--- config.mk ---
export PLATFORM = sky130hd
export DESIGN_NAME = fg_dac_spi_tx
export DESIGN_NICKNAME = d
export VERILOG_FILES = /design/src/rtl/fg_dac_spi_tx.sv
export SDC_FILE = /design/constraint.sdc
export NUM_CORES = 1
export LEC_CHECK = 0
export BUFFER_PORTS_ARGS = -buffer_cell sky130_fd_sc_hd__buf_4
export CAP_MARGIN = 15
export CORE_MARGIN = 2
export CORE_UTILIZATION = 50
export DETAILED_ROUTE_END_ITERATION = 7
export PLACE_DENSITY_LB_ADDON = 0.08
export SYNTH_ARGS = -nofsm -noshare
export SYNTH_HDL_FRONTEND = slang
export SYNTH_SLANG_ARGS = --single-unit
--- constraint.sdc ---
create_clock -name clk_i -period 5.9 [get_ports clk_i]
set_input_delay 0.295 -clock clk_i [delete_from_list [all_inputs] [get_ports clk_i]]
set_output_delay 0.295 -clock clk_i [all_outputs]
set_load 0.01 [all_outputs]
--- src/rtl/fg_dac_spi_tx.sv ---
// SPI DAC output stage: serialises each signed sample MSB-first under an active-low
// chip select, with a one-deep pending buffer and an overrun pulse for dropped samples.
module fg_dac_spi_tx #(
    parameter int BITWIDTH      = 16,
    parameter int CLK_DIV       = 2,
    parameter int CS_GAP        = 2,
    parameter int OFFSET_BINARY = 1
) (
    input  logic                clk_i,
    input  logic                rst_i,
    input  logic                start_i,
    input  logic [BITWIDTH-1:0] data_i,
    output logic                busy_o,
    output logic                done_o,
    output logic                overrun_o,
    output logic                sclk_o,
    output logic                mosi_o,
    output logic                cs_n_o
);

    localparam int CNT_MAX = (CLK_DIV > CS_GAP) ? CLK_DIV : CS_GAP;
    localparam int CNT_W   = $clog2(CNT_MAX + 1);
    localparam int BIT_W   = (BITWIDTH > 1) ? $clog2(BITWIDTH) : 1;
    localparam logic [CNT_W-1:0] DIV_LAST = CNT_W'(CLK_DIV - 1);
    localparam logic [CNT_W-1:0] GAP_LAST = CNT_W'(CS_GAP - 1);

    typedef enum logic [2:0] {IDLE, SETUP, HIGH, LOW, GAP} state_t;

    function automatic logic [BITWIDTH-1:0] convert(input logic [BITWIDTH-1:0] d);
        logic [BITWIDTH-1:0] w;
        w = d;
        if (OFFSET_BINARY != 0) w[BITWIDTH-1] = ~d[BITWIDTH-1];
        return w;
    endfunction

    state_t              state;
    logic [CNT_W-1:0]    cnt;
    logic [BIT_W-1:0]    bit_cnt;
    logic [BITWIDTH-1:0] word;
    logic [BITWIDTH-1:0] pend_word;
    logic                pend_valid;

    logic                store;
    logic [BITWIDTH-1:0] launch_word;

    // A strobe is buffered unless it launches directly from an empty IDLE.
    always_comb begin
        store       = start_i && ((state != IDLE) || pend_valid);
        launch_word = pend_valid ? pend_word : convert(data_i);
    end

    // NOTE: every register here, including the pending buffer, is cleared by reset so a
    // stale sample can never launch after an aborted frame.
    always_ff @(posedge clk_i) begin
        if (rst_i) begin
            state      <= IDLE;
            cnt        <= '0;
            bit_cnt    <= '0;
            word       <= '0;
            pend_word  <= '0;
            pend_valid <= 1'b0;
            busy_o     <= 1'b0;
            done_o     <= 1'b0;
            overrun_o  <= 1'b0;
            sclk_o     <= 1'b0;
            mosi_o     <= 1'b0;
            cs_n_o     <= 1'b1;
        end else begin
            done_o    <= 1'b0;
            overrun_o <= 1'b0;
            case (state)
                IDLE: begin
                    if (pend_valid || start_i) begin
                        word       <= launch_word;
                        mosi_o     <= launch_word[BITWIDTH-1];
                        pend_valid <= 1'b0;
                        cs_n_o     <= 1'b0;
                        busy_o     <= 1'b1;
                        cnt        <= '0;
                        bit_cnt    <= BIT_W'(BITWIDTH - 1);
                        state      <= SETUP;
                    end
                end
                SETUP: begin
                    if (cnt == DIV_LAST) begin
                        cnt    <= '0;
                        sclk_o <= 1'b1;
                        state  <= HIGH;
                    end else begin
                        cnt <= cnt + CNT_W'(1);
                    end
                end
                HIGH: begin
                    if (cnt == DIV_LAST) begin
                        cnt    <= '0;
                        sclk_o <= 1'b0;
                        state  <= LOW;
                        // Next bit is presented on the falling edge, half a period before capture.
                        if (bit_cnt != '0) mosi_o <= word[bit_cnt - 1'b1];
                    end else begin
                        cnt <= cnt + CNT_W'(1);
                    end
                end
                LOW: begin
                    if (cnt == DIV_LAST) begin
                        cnt <= '0;
                        if (bit_cnt == '0) begin
                            cs_n_o <= 1'b1;
                            mosi_o <= 1'b0;
                            done_o <= 1'b1;
                            state  <= GAP;
                        end else begin
                            bit_cnt <= bit_cnt - 1'b1;
                            sclk_o  <= 1'b1;
                            state   <= HIGH;
                        end
                    end else begin
                        cnt <= cnt + CNT_W'(1);
                    end
                end
                GAP: begin
                    if (cnt == GAP_LAST) begin
                        cnt    <= '0;
                        busy_o <= 1'b0;
                        state  <= IDLE;
                    end else begin
                        cnt <= cnt + CNT_W'(1);
                    end
                end
                default: state <= IDLE;
            endcase

            // Placed after the FSM so a same-cycle store wins over the IDLE clear.
            if (store) begin
                pend_word  <= convert(data_i);
                pend_valid <= 1'b1;
                overrun_o  <= pend_valid && (state != IDLE);
            end
        end
    end

endmodule

==> implementation parameters, run 1 <==
Parameter                              Value

Clock tree
  TritonCTS sink count    48
  Clock transition at the register clock pins on the worst setup and hold paths after CTS    0.08 ns
  Hold buffer count at CTS    0
  Clock tree from TritonCTS    done
  Total clock buffers created by CTS    5
  CTS root buf    sky130_fd_sc_hd__clkbuf_8
  H-tree levels    2
  Post_cts resized    0
  Number of buffers on the longest clock path    2
  Total setup buffers inserted after CTS    0
  Later-pin clock latency in the skew report    0.30 ns

Floorplan
  Area of the die    4977 um2
  Effective utilization at floorplan    0.5122
  # rows    24
  Die width    70.55 um
  Core area    4324 um2
  Total I/O pin count    25
  Die outline height    70.55 um

Worst setup path
  Critical path, cell by cell    nor2_1 > nor2_2 > nor2_1 > a211oi_1
  Nature of the critical path endpoint    register
  Critical Path Most Common Cell    sky130_fd_sc_hd__nor2_1
  Kind of start point of the critical path    register
  Data required, critical path    6.11 ns
  WS Path Type    register to register
  CP peak stage delay    1.06 ns
  Crit path max-delay cell type    sky130_fd_sc_hd__dfxtp_1
  Data arrival time of the critical path    2.80 ns
  Largest fanout on the critical path    30

Synthesis
  Number of synthesized register bits    48
  Syn Std Cell Area    2215 um2
  Leading cell types by count after synthesis    sky130_fd_sc_hd__dfxtp_1 (48), sky130_fd_sc_hd__nand2_1 (37), sky130_fd_sc_hd__nor2_1 (33), sky130_fd_sc_hd__a21oi_1 (23), sky130_fd_sc_hd__a211oi_1 (22)
  Complex-gate fraction of the synthesized area    0.1853
  Average cell area after synthesis    8.617 um2
  Post-synthesis share of cell area spent on and, or, nand and nor gates    0.1989
  Largest area contributor in the netlist    sky130_fd_sc_hd__dfxtp_1
  Register area share after synthesis    0.4339
  Library cell with the highest instance count after synthesis    sky130_fd_sc_hd__dfxtp_1
  Async set-reset flop share out of synthesis    0
  Xor and xnor fraction of the mapped netlist area    0.01977
  Post-synthesis net count    277
  Number of synthesis warnings    0
  Commonest register cell after synthesis    sky130_fd_sc_hd__dfxtp_1
  Gate count after technology mapping    257
  Yosys top cell area share    0.4339
  Ranking of synthesized cells by area    sky130_fd_sc_hd__dfxtp_1 (43%), sky130_fd_sc_hd__mux2i_1 (7.7%), sky130_fd_sc_hd__a211oi_1 (7.5%), sky130_fd_sc_hd__nand2_1 (6.3%), sky130_fd_sc_hd__nor2_1 (5.6%)
  Synth unique cells    42
  Largest family of logic cells by synthesized area    simple AND/OR/NAND/NOR gates
  Mux share of post-synthesis cell area    0.09718
  Number of synthesized flops with an enable pin    0
  Area share of fa/ha/maj cells after synthesis    0.005650

Power and ir drop
  Switching part of the total    0.2928
  Peak supply drop    0.1622 mV
  Combinational fraction of design power    0.211
  Power Internal    0.5223 mW
  Switching pwr    0.2163 mW
  Relative contribution of the clock network to total power    0.271
  Static leakage power    0.8923 nW
  Total power density per cell area    303.5 nW/um2
  Power share of the sequential group    0.518
  Total power draw    0.7386 mW

Detailed routing
  Number of routed nets with antenna violations    0
  Detailed Route Iter0 Violations    99
  Vias per inst    5.389
  Vias after detailed routing    1719
  Routed len/inst    13.37 um
  Detailed-router iteration count before antenna repair    4
  Post-route DRC violation count    0
  Final routed wirelength across all metal layers    4266 um

Status
  Result of the run    finished clean

Placement
  Final GP Congestion    0.7331
  Cell Count Post-Placement    311
  Port-buffer cells    24
  Post-placement cell area    2344 um2
  Post-detail-place hpwl    2884 um

Run
  Max capacitance violation total    0

Timing
  Worst Hold Slack    0.1866 ns
  Worst slew margin relative to its limit    0.2573
  Number of hold violations in the final report    0
  Least-Margin Pin Slew    1.112 ns
  Count of final max-slew check failures    0
  Clock Skew    0.006053 ns
  Number of setup violations in the final report    0
  RSZ-0062 raised after global routing    no
  Fmax    385.7 MHz
  Setup TNS    0 ns
  Final period util    0.4395
  Clock period minus worst slack    2.593 ns

Global route
  Vias in the first global route    1505
  GRT Util Overall    0.1819
  Residual overflow from global routing    0
  Largest net degree at the start of global routing    50
  Initial antenna violation count    0
  First-pass GRT wire length    7196 um

Finish
  Synthesis-to-layout area growth    9.887%
  Area used by sequential logic in the layout    960.9 um2
  Multi-input logic area    1122 um2
  Post-layout instance area    2434 um2
  Share of final-layout standard cells stronger than drive strength 1    0.1498
  Fillers    421
  Layout Cells excl Fill    319
  Final Net Count    286
  Antenna diode count    0

Hold path
  Min-delay worst type    input port to register
path summary, 6_finish.rpt:
check                     from             to  slack [ns]  cells past startpoint
hold reg to reg   pend_word[7]   pend_word[7]        0.46                      2
hold / removal      data_i[15]  pend_word[15]        0.19                      2
setup reg to reg    pend_valid        word[6]        3.31                      4
setup / recovery    pend_valid        word[6]        3.31                      4
cells in the final DEF, fill, tap and decap left out, types with 2 or more instances in the layout:
cell type,synthesis,final
sky130_fd_sc_hd__dfxtp_1,48,48
sky130_fd_sc_hd__nand2_1,37,37
sky130_fd_sc_hd__nor2_1,33,33
sky130_fd_sc_hd__buf_4,2,24
sky130_fd_sc_hd__a21oi_1,23,23
sky130_fd_sc_hd__a211oi_1,22,22
sky130_fd_sc_hd__mux2i_1,17,17
sky130_fd_sc_hd__clkbuf_8,0,6
sky130_fd_sc_hd__inv_1,4,4
sky130_fd_sc_hd__nor2b_1,4,4
sky130_fd_sc_hd__a31oi_1,4,4
sky130_fd_sc_hd__xnor2_1,3,3
sky130_fd_sc_hd__nand3_1,3,3
sky130_fd_sc_hd__o21ai_0,3,3
sky130_fd_sc_hd__nand2b_1,3,3
sky130_fd_sc_hd__a2111oi_0,3,3
sky130_fd_sc_hd__nor3b_1,2,2
sky130_fd_sc_hd__nor3_1,2,2
sky130_fd_sc_hd__xor2_1,2,2
sky130_fd_sc_hd__mux4_2,2,2
sky130_fd_sc_hd__clkbuf_1,9,2
state kept, by name (all words and copies together) (netlist names):
register / flops
cnt: 2
cs_n_o: 1
done_o: 1
sclk_o: 1
mosi_o: 1
overrun_o: 1
pend_valid: 1
pend_word: 16
busy_o: 1
bit_cnt: 4
word: 16
state: 3
area by class of cell:
class,instances,area share
repair buffers,24,0.07404
inverters,4,0.006170
clock buffers,8,0.03702
well taps,52,0.02674
multi-input cells,183,0.4612
flip-flops and latches,48,0.3949
critical path, delay by kind of cell, from the launching register on:
kind | cells | cell delay [ns]
compound gates | 1 | 0.24
flops | 1 | 1.06
simple gates | 3 | 1.19
logic make-up (layout without fill, tap and decap cells):
group,after synthesis,after routing
simple gates,95,95
flops,48,48
buf+inv,26,36
compound gates,63,63
mux,19,19
xor+xnor,5,5
fa+ha+maj,1,1
power by group through the flow:
| stage | logic (mW) | registers [mW] | clock network, mW |
|---|---|---|---|
| after global routing | 0.177 | 0.387 | 0.220 |
| after floorplan | 0.137 | 0.375 | 0 |
| after global placement | 0.154 | 0.390 | 0 |
| after detailed placement | 0.157 | 0.390 | 0 |
| after CTS | 0.157 | 0.383 | 0.207 |
| final | 0.156 | 0.383 | 0.200 |
layer usage:
metal	wire length, um	track usage
met5	0	0
met4	65	0.06918
met3	160	0.04986
met2	1774	0.2474
met1	2267	0.2742
per-stage QoR:
stage	worst slack (ns)	utilization
detailed placement	3.308	0.5420
CTS	3.300	0.5628
finish	3.307	0.5628
global placement	3.378	0.5420
global route	2.965	0.5628
floorplan	3.996	-
Power figures use the tool's default switching activity.
==> run 2, diff against run 1 <==
==> constraint.sdc (replaced) <==
create_clock -name clk_i -period 2.5 [get_ports clk_i]
set_input_delay 0.125 -clock clk_i [delete_from_list [all_inputs] [get_ports clk_i]]
set_output_delay 0.125 -clock clk_i [all_outputs]
set_load 0.01 [all_outputs]
==> run 2 against run 1 <==
Global-route usage increased by 0.12 points. Clock power increased by 120%. Cell area increased by 0.98%. Power increased by 130%. Wire length decreased by 0.68%. Clock-buffer cell count shrank 3. Non-clock buffer count is 4 higher. Via count increased by 2.3%. Hold slack worse by 0.12 ns. Flip-flop and latch count stayed put. Worst setup slack worse by 3.0 ns. Largest power group unchanged. Final cell count increased by 0.94%.
==> implementation parameters, run 2 (synthesis gave the netlist of run 1 again) <==
Parameter                              Value

Floorplan
  Total I/O pin count    25 (unchanged)
  Effective utilization at floorplan    0.5122 (unchanged)
  Die width    70.55 um (unchanged)
  Area of the die    4977 um2 (unchanged)
  Die outline height    70.55 um (unchanged)
  Core area    4324 um2 (unchanged)
  # rows    24 (unchanged)

Detailed routing
  Detailed-router iteration count before antenna repair    4 (unchanged)
  Top Layer Used    met4
  Final routed wirelength across all metal layers    4237 um (-0.68%)
  Vias after detailed routing    1759 (+2.3%)
  Metal3 WL    135 um (-16%)
  Routed len/inst    13.16 um (-1.6%)
  Total met2 wirelength after detailed routing    1854 um (+4.5%)
  Detailed Route Iter0 Violations    107 (+8.1%)
  Post-route DRC violation count    0 (unchanged)
  Number of routed nets with antenna violations    0 (unchanged)
  Metal1 wirelength    2187 um (-3.5%)
  Vias per inst    5.463 (+1.4%)

Finish
  Final Net Count    290 (+1.4%)
  Synthesis-to-layout area growth    10.96%
  Commonest non-fill, non-tap cell in the layout    sky130_fd_sc_hd__dfxtp_1
  Antenna diode count    0 (unchanged)
  Fraction of the core area covered by cells at the end of the flow    0.5683 (+0.005498)
  Most used cells in the layout excluding fill and tap cells    sky130_fd_sc_hd__dfxtp_1 (48), sky130_fd_sc_hd__nand2_1 (37), sky130_fd_sc_hd__nor2_1 (33)
  Share of final-layout standard cells stronger than drive strength 1    0.1630 (+0.01315)
  Largest registers    pend_word: 16 flops, word: 16 flops, bit_cnt: 4 flops

Clock tree
  Number of buffers on the longest clock path    2 (unchanged)
  CTS root buf    sky130_fd_sc_hd__clkbuf_8
  Clock tree from TritonCTS    done
  Post_cts resized    0 (unchanged)
  Hold buffer count at CTS    1 (+1)
  Total setup buffers inserted after CTS    0 (unchanged)
  TritonCTS sink count    48 (unchanged)
  Total clock buffers created by CTS    5 (unchanged)
  Clock transition at the register clock pins on the worst setup and hold paths after CTS    0.09 ns (about the same)
  H-tree levels    2 (unchanged)
  Later-pin clock latency in the skew report    0.30 ns (about the same)

Timing
  Number of setup violations in the final report    0 (unchanged)
  Number of hold violations in the final report    0 (unchanged)
  Worst slew margin relative to its limit    0.5646 (+0.3072)
  Clock Skew    0.006596 ns (+0.0005431 ns)
  Least-Margin Pin Slew    0.6531 ns (-0.4594 ns)
  Count of final max-slew check failures    0 (unchanged)
  RSZ-0062 raised after global routing    no
  Setup TNS    0 ns (unchanged)
  Clock period minus worst slack    2.149 ns (-0.4440 ns)
  Final period util    0.8595 (+0.4201)
  Fmax    465.4 MHz (+21%)

Worst setup path
  Kind of start point of the critical path    register
  Data required, critical path    2.66 ns (-3.45 ns)
  Worst setup startpoint    bit_cnt[0]
  Crit Reg-Reg Startpoint    bit_cnt[0]
  WS Path Type    register to register
  Largest fanout on the critical path    10 (-67%)
  Nature of the critical path endpoint    register
  Data arrival time of the critical path    2.31 ns (-0.49 ns)

Power and ir drop
  Static leakage power    0.9059 nW (+1.5%)
  Total power density per cell area    698.8 nW/um2 (+130%)
  Peak supply drop    0.3785 mV (+130%)

Status
  Result of the run    finished clean

Hold path
  Startpoint of the most critical hold path    data_i[7]
  Min-delay worst type    input port to register

Global route
  Residual overflow from global routing    0 (unchanged)
  Vias in the first global route    1551 (+3.1%)
  Largest net degree at the start of global routing    50 (unchanged)
  GRT Util Overall    0.1831 (+0.001228)
  First-pass GRT wire length    7279 um (+1.2%)
  Initial antenna violation count    0 (unchanged)

Placement
  Final GP Congestion    0.8066 (+10%)
  Post-detail-place hpwl    2905 um (+0.74%)
  Port-buffer cells    24 (unchanged)

Run
  Max capacitance violation total    0 (unchanged)
-- run 2: changes by cell type in the layout (fill, tap and decap cells not counted) --
cell                            change
sky130_fd_sc_hd__clkbuf_1           -2
sky130_fd_sc_hd__clkinv_2           +1
sky130_fd_sc_hd__buf_4              +3
sky130_fd_sc_hd__dlygate4sd3_1      +1
sky130_fd_sc_hd__clkbuf_8           -1
sky130_fd_sc_hd__clkinvlp_4         +1
-- run 2: stage by stage --
step,instances,setup slack [ns],cell area (um2),hold WS [ns],power (mW)
6_report,322,0.3512,2457,0.06989,1.717
5_1_grt,322,0.1473,2457,0.06587,1.830
4_1_cts,322,0.3386,2457,0.06492,1.736
3_5_place_dp,314,0.3538,2366,0.3235,1.295
3_3_place_gp,314,0.4105,2366,0.3227,1.289
2_1_floorplan,257,0.5958,2215,0.2206,1.209
-- run 2: worst paths after layout --
path                            depth (start not counted)           end  slack, ns
worst max-delay path                                    7        mosi_o       0.35
worst min-delay path                                    3  pend_word[7]       0.07
worst max register to register                          7        mosi_o       0.35
worst min register to register                          2  pend_word[6]       0.46
-- run 2: worst max-delay path, cell delays in order (launching register included) --
cell                      delay, ns
sky130_fd_sc_hd__dfxtp_1       0.53
sky130_fd_sc_hd__inv_1         0.08
sky130_fd_sc_hd__ha_1          0.49
sky130_fd_sc_hd__mux4_2        0.54
sky130_fd_sc_hd__nand2_1       0.08
sky130_fd_sc_hd__a21oi_1       0.05
sky130_fd_sc_hd__a31oi_1       0.15
sky130_fd_sc_hd__o22ai_1       0.09
-- run 2: final cells by class --
| class | count | area [um2] |
|---|---|---|
| fillers | 433 | 1867 |
| multi-input cells | 183 | 1122 |
| flip-flops and latches | 48 | 960.9 |
| repair buffers | 28 | 212.7 |
| clock buffers | 5 | 68.82 |
| well taps | 52 | 65.06 |
| inverters | 4 | 15.01 |
| clock inverters | 2 | 12.51 |
-- run 2: report_power, final --
part,internal (mW),switching [mW],leakage [nW]
Sequential,0.837,0.0570,0.395
Combinational,0.176,0.207,0.471
Clock,0.190,0.250,0.0400
Total,1.20,0.514,0.906
-- run 2: per-layer routing --
metal | global-route usage | vias to the layer above
met3 | 0.03561 | 4
met2 | 0.2662 | 24
met4 | 0.07547 | 0
met1 | 0.2684 | 805
li1 | - | 926
met5 | 0 | -
==> run 3, diff against run 2 <==
--- a/config.mk
+++ b/config.mk
@@ -11,6 +11,7 @@
 export CORE_UTILIZATION = 50
 export DETAILED_ROUTE_END_ITERATION = 7
 export PLACE_DENSITY_LB_ADDON = 0.08
+export REMOVE_ABC_BUFFERS = 1
 export SYNTH_ARGS = -nofsm -noshare
 export SYNTH_HDL_FRONTEND = slang
 export SYNTH_SLANG_ARGS = --single-unit
==> run 3 against run 2 <==
Critical path depth unchanged. Hold slack better by 0.0024 ns. Via count down 2.0%. Non-clock buffer count up 1. Clock-buffer cell count up 1. Clock power up 7.3%. Flip-flop and latch count unchanged. Cell area up 0.76%. Power up 1.8%. First-iteration DRC count down 22%.
==> implementation parameters, run 3 (synthesis gave the netlist of run 1 again) <==
Parameter                              Value

Floorplan
  Core area    4324 um2 (unchanged)
  Die width    70.55 um (unchanged)
  Die outline height    70.55 um (unchanged)
  # rows    24 (unchanged)
  Total I/O pin count    25 (unchanged)
  Effective utilization at floorplan    0.5122 (unchanged)
  Area of the die    4977 um2 (unchanged)

Timing
  Least-Margin Pin Slew    0.6595 ns (+0.006386 ns)
  Final period util    0.8330 (-0.02647)
  Fmax    480.2 MHz (+3.2%)
  Clock Skew    0.008001 ns (+0.001405 ns)
  Setup TNS    0 ns (unchanged)
  Number of hold violations in the final report    0 (unchanged)
  Clock period minus worst slack    2.083 ns (-0.06618 ns)
  Count of final max-slew check failures    0 (unchanged)
  Number of setup violations in the final report    0 (unchanged)
  Worst slew margin relative to its limit    0.5604 (-0.004200)
  RSZ-0062 raised after global routing    no

Detailed routing
  Final routed wirelength across all metal layers    4175 um (-1.5%)
  Routed len/inst    12.89 um (-2.1%)
  Post-route DRC violation count    0 (unchanged)
  Vias per inst    5.321 (-2.6%)
  Vias after detailed routing    1724 (-2.0%)
  Number of routed nets with antenna violations    0 (unchanged)
  Detailed-router iteration count before antenna repair    4 (unchanged)
  Detailed Route Iter0 Violations    83 (-22%)

Clock tree
  TritonCTS sink count    48 (unchanged)
  Total setup buffers inserted after CTS    0 (unchanged)
  Clock tree from TritonCTS    done
  CTS root buf    sky130_fd_sc_hd__clkbuf_8
  Clock transition at the register clock pins on the worst setup and hold paths after CTS    0.09 ns (about the same)
  H-tree levels    2 (unchanged)
  Total clock buffers created by CTS    5 (unchanged)
  Later-pin clock latency in the skew report    0.30 ns (about the same)
  Number of buffers on the longest clock path    2 (unchanged)

Power and ir drop
  Peak supply drop    0.3977 mV (+5.1%)
  Total power density per cell area    706.1 nW/um2 (+1.0%)
  Total power draw    1.748 mW (+1.8%)
  Static leakage power    0.9213 nW (+1.7%)

Placement
  Post-placement cell area    2374 um2 (+0.32%)
  Final GP Congestion    0.7829 (-2.9%)
  Port-buffer cells    24 (unchanged)
  Post-detail-place hpwl    2813 um (-3.2%)

Global route
  Residual overflow from global routing    0 (unchanged)
  Largest net degree at the start of global routing    50 (unchanged)
  Initial antenna violation count    0 (unchanged)
  Vias in the first global route    1561 (+0.64%)
  First-pass GRT wire length    7176 um (-1.4%)
  GRT Util Overall    0.1826 (-0.0005195)

Worst setup path
  Data required, critical path    2.67 ns (about the same)
  Nature of the critical path endpoint    register
  Kind of start point of the critical path    register
  WS Path Type    register to register
  Worst reg2reg setup slack    0.42 ns (+0.07 ns)
  Data arrival time of the critical path    2.26 ns (-0.05 ns)
  Largest fanout on the critical path    10 (unchanged)

Finish
  Post-layout instance area    2476 um2 (+0.76%)
  Final Net Count    291 (+0.34%)
  Most used cells in the layout excluding fill and tap cells    sky130_fd_sc_hd__dfxtp_1 (48), sky130_fd_sc_hd__nand2_1 (37), sky130_fd_sc_hd__nor2_1 (33)
  Fraction of the core area covered by cells at the end of the flow    0.5726 (+0.004340)
  Largest registers    pend_word: 16 flops, word: 16 flops, bit_cnt: 4 flops
  Synthesis-to-layout area growth    11.81%
  Antenna diode count    0 (unchanged)
  Commonest non-fill, non-tap cell in the layout    sky130_fd_sc_hd__dfxtp_1
  Share of final-layout standard cells stronger than drive strength 1    0.1691 (+0.006155)

Status
  Result of the run    finished clean

Hold path
  Min-delay worst type    input port to register

Run
  Max capacitance violation total    0 (unchanged)
-- run 3: worst paths after layout --
| check | startpoint | end | cells past startpoint |
|---|---|---|---|
| worst max-delay path | bit_cnt[0] | mosi_o | 7 |
| worst min-delay path | data_i[13] | pend_word[13] | 3 |
| worst max register to register | bit_cnt[0] | mosi_o | 7 |
| worst min register to register | pend_word[10] | pend_word[10] | 2 |
-- run 3: stage by stage --
stage,hold slack [ns],std cells,worst slack (ns)
final,0.07227,324,0.4174
after detailed placement,0.3194,315,0.3747
after CTS,0.06032,324,0.3682
after global placement,0.3182,315,0.4246
after global routing,0.06672,324,0.1874
after floorplan,0.1941,235,0.3920
-- run 3: layout make-up --
type                       instances  area, um2
fill                             412       1848
multi-input combinational        183       1122
sequential                        48      960.9
timing repair buffer              29      220.2
clock buffer                       6      82.58
tap                               52      65.06
inverter                           4      15.01
clock inverter                     2      10.01
-- run 3: timing repair --
item                      CTS  global route
resized for setup           0             0
hold buffers                1             0
hold endpoints to repair    1             0
-- run 3: routing by layer --
layer | global-route usage | up-vias | part of all wire
met5 | 0 | - | 0
met4 | 0.07966 | 0 | 0.020
met3 | 0.04416 | 7 | 0.030
met2 | 0.2966 | 22 | 0.47
met1 | 0.2330 | 765 | 0.48
li1 | - | 930 | -
-- run 3: power breakdown --
group	leakage [nW]	internal (mW)	switching [mW]
sequential	0.395	0.837	0.0548
clock	0.0510	0.221	0.251
combinational	0.475	0.178	0.206
total	0.921	1.24	0.512
-- run 3: worst max-delay path, stage by stage (launching register included) --
cell                      delay (ns)
sky130_fd_sc_hd__dfxtp_1        0.51
sky130_fd_sc_hd__inv_1          0.08
sky130_fd_sc_hd__ha_1           0.48
sky130_fd_sc_hd__mux4_2         0.54
sky130_fd_sc_hd__nand2_1        0.07
sky130_fd_sc_hd__a21oi_1        0.05
sky130_fd_sc_hd__a31oi_1        0.15
sky130_fd_sc_hd__o22ai_1        0.08
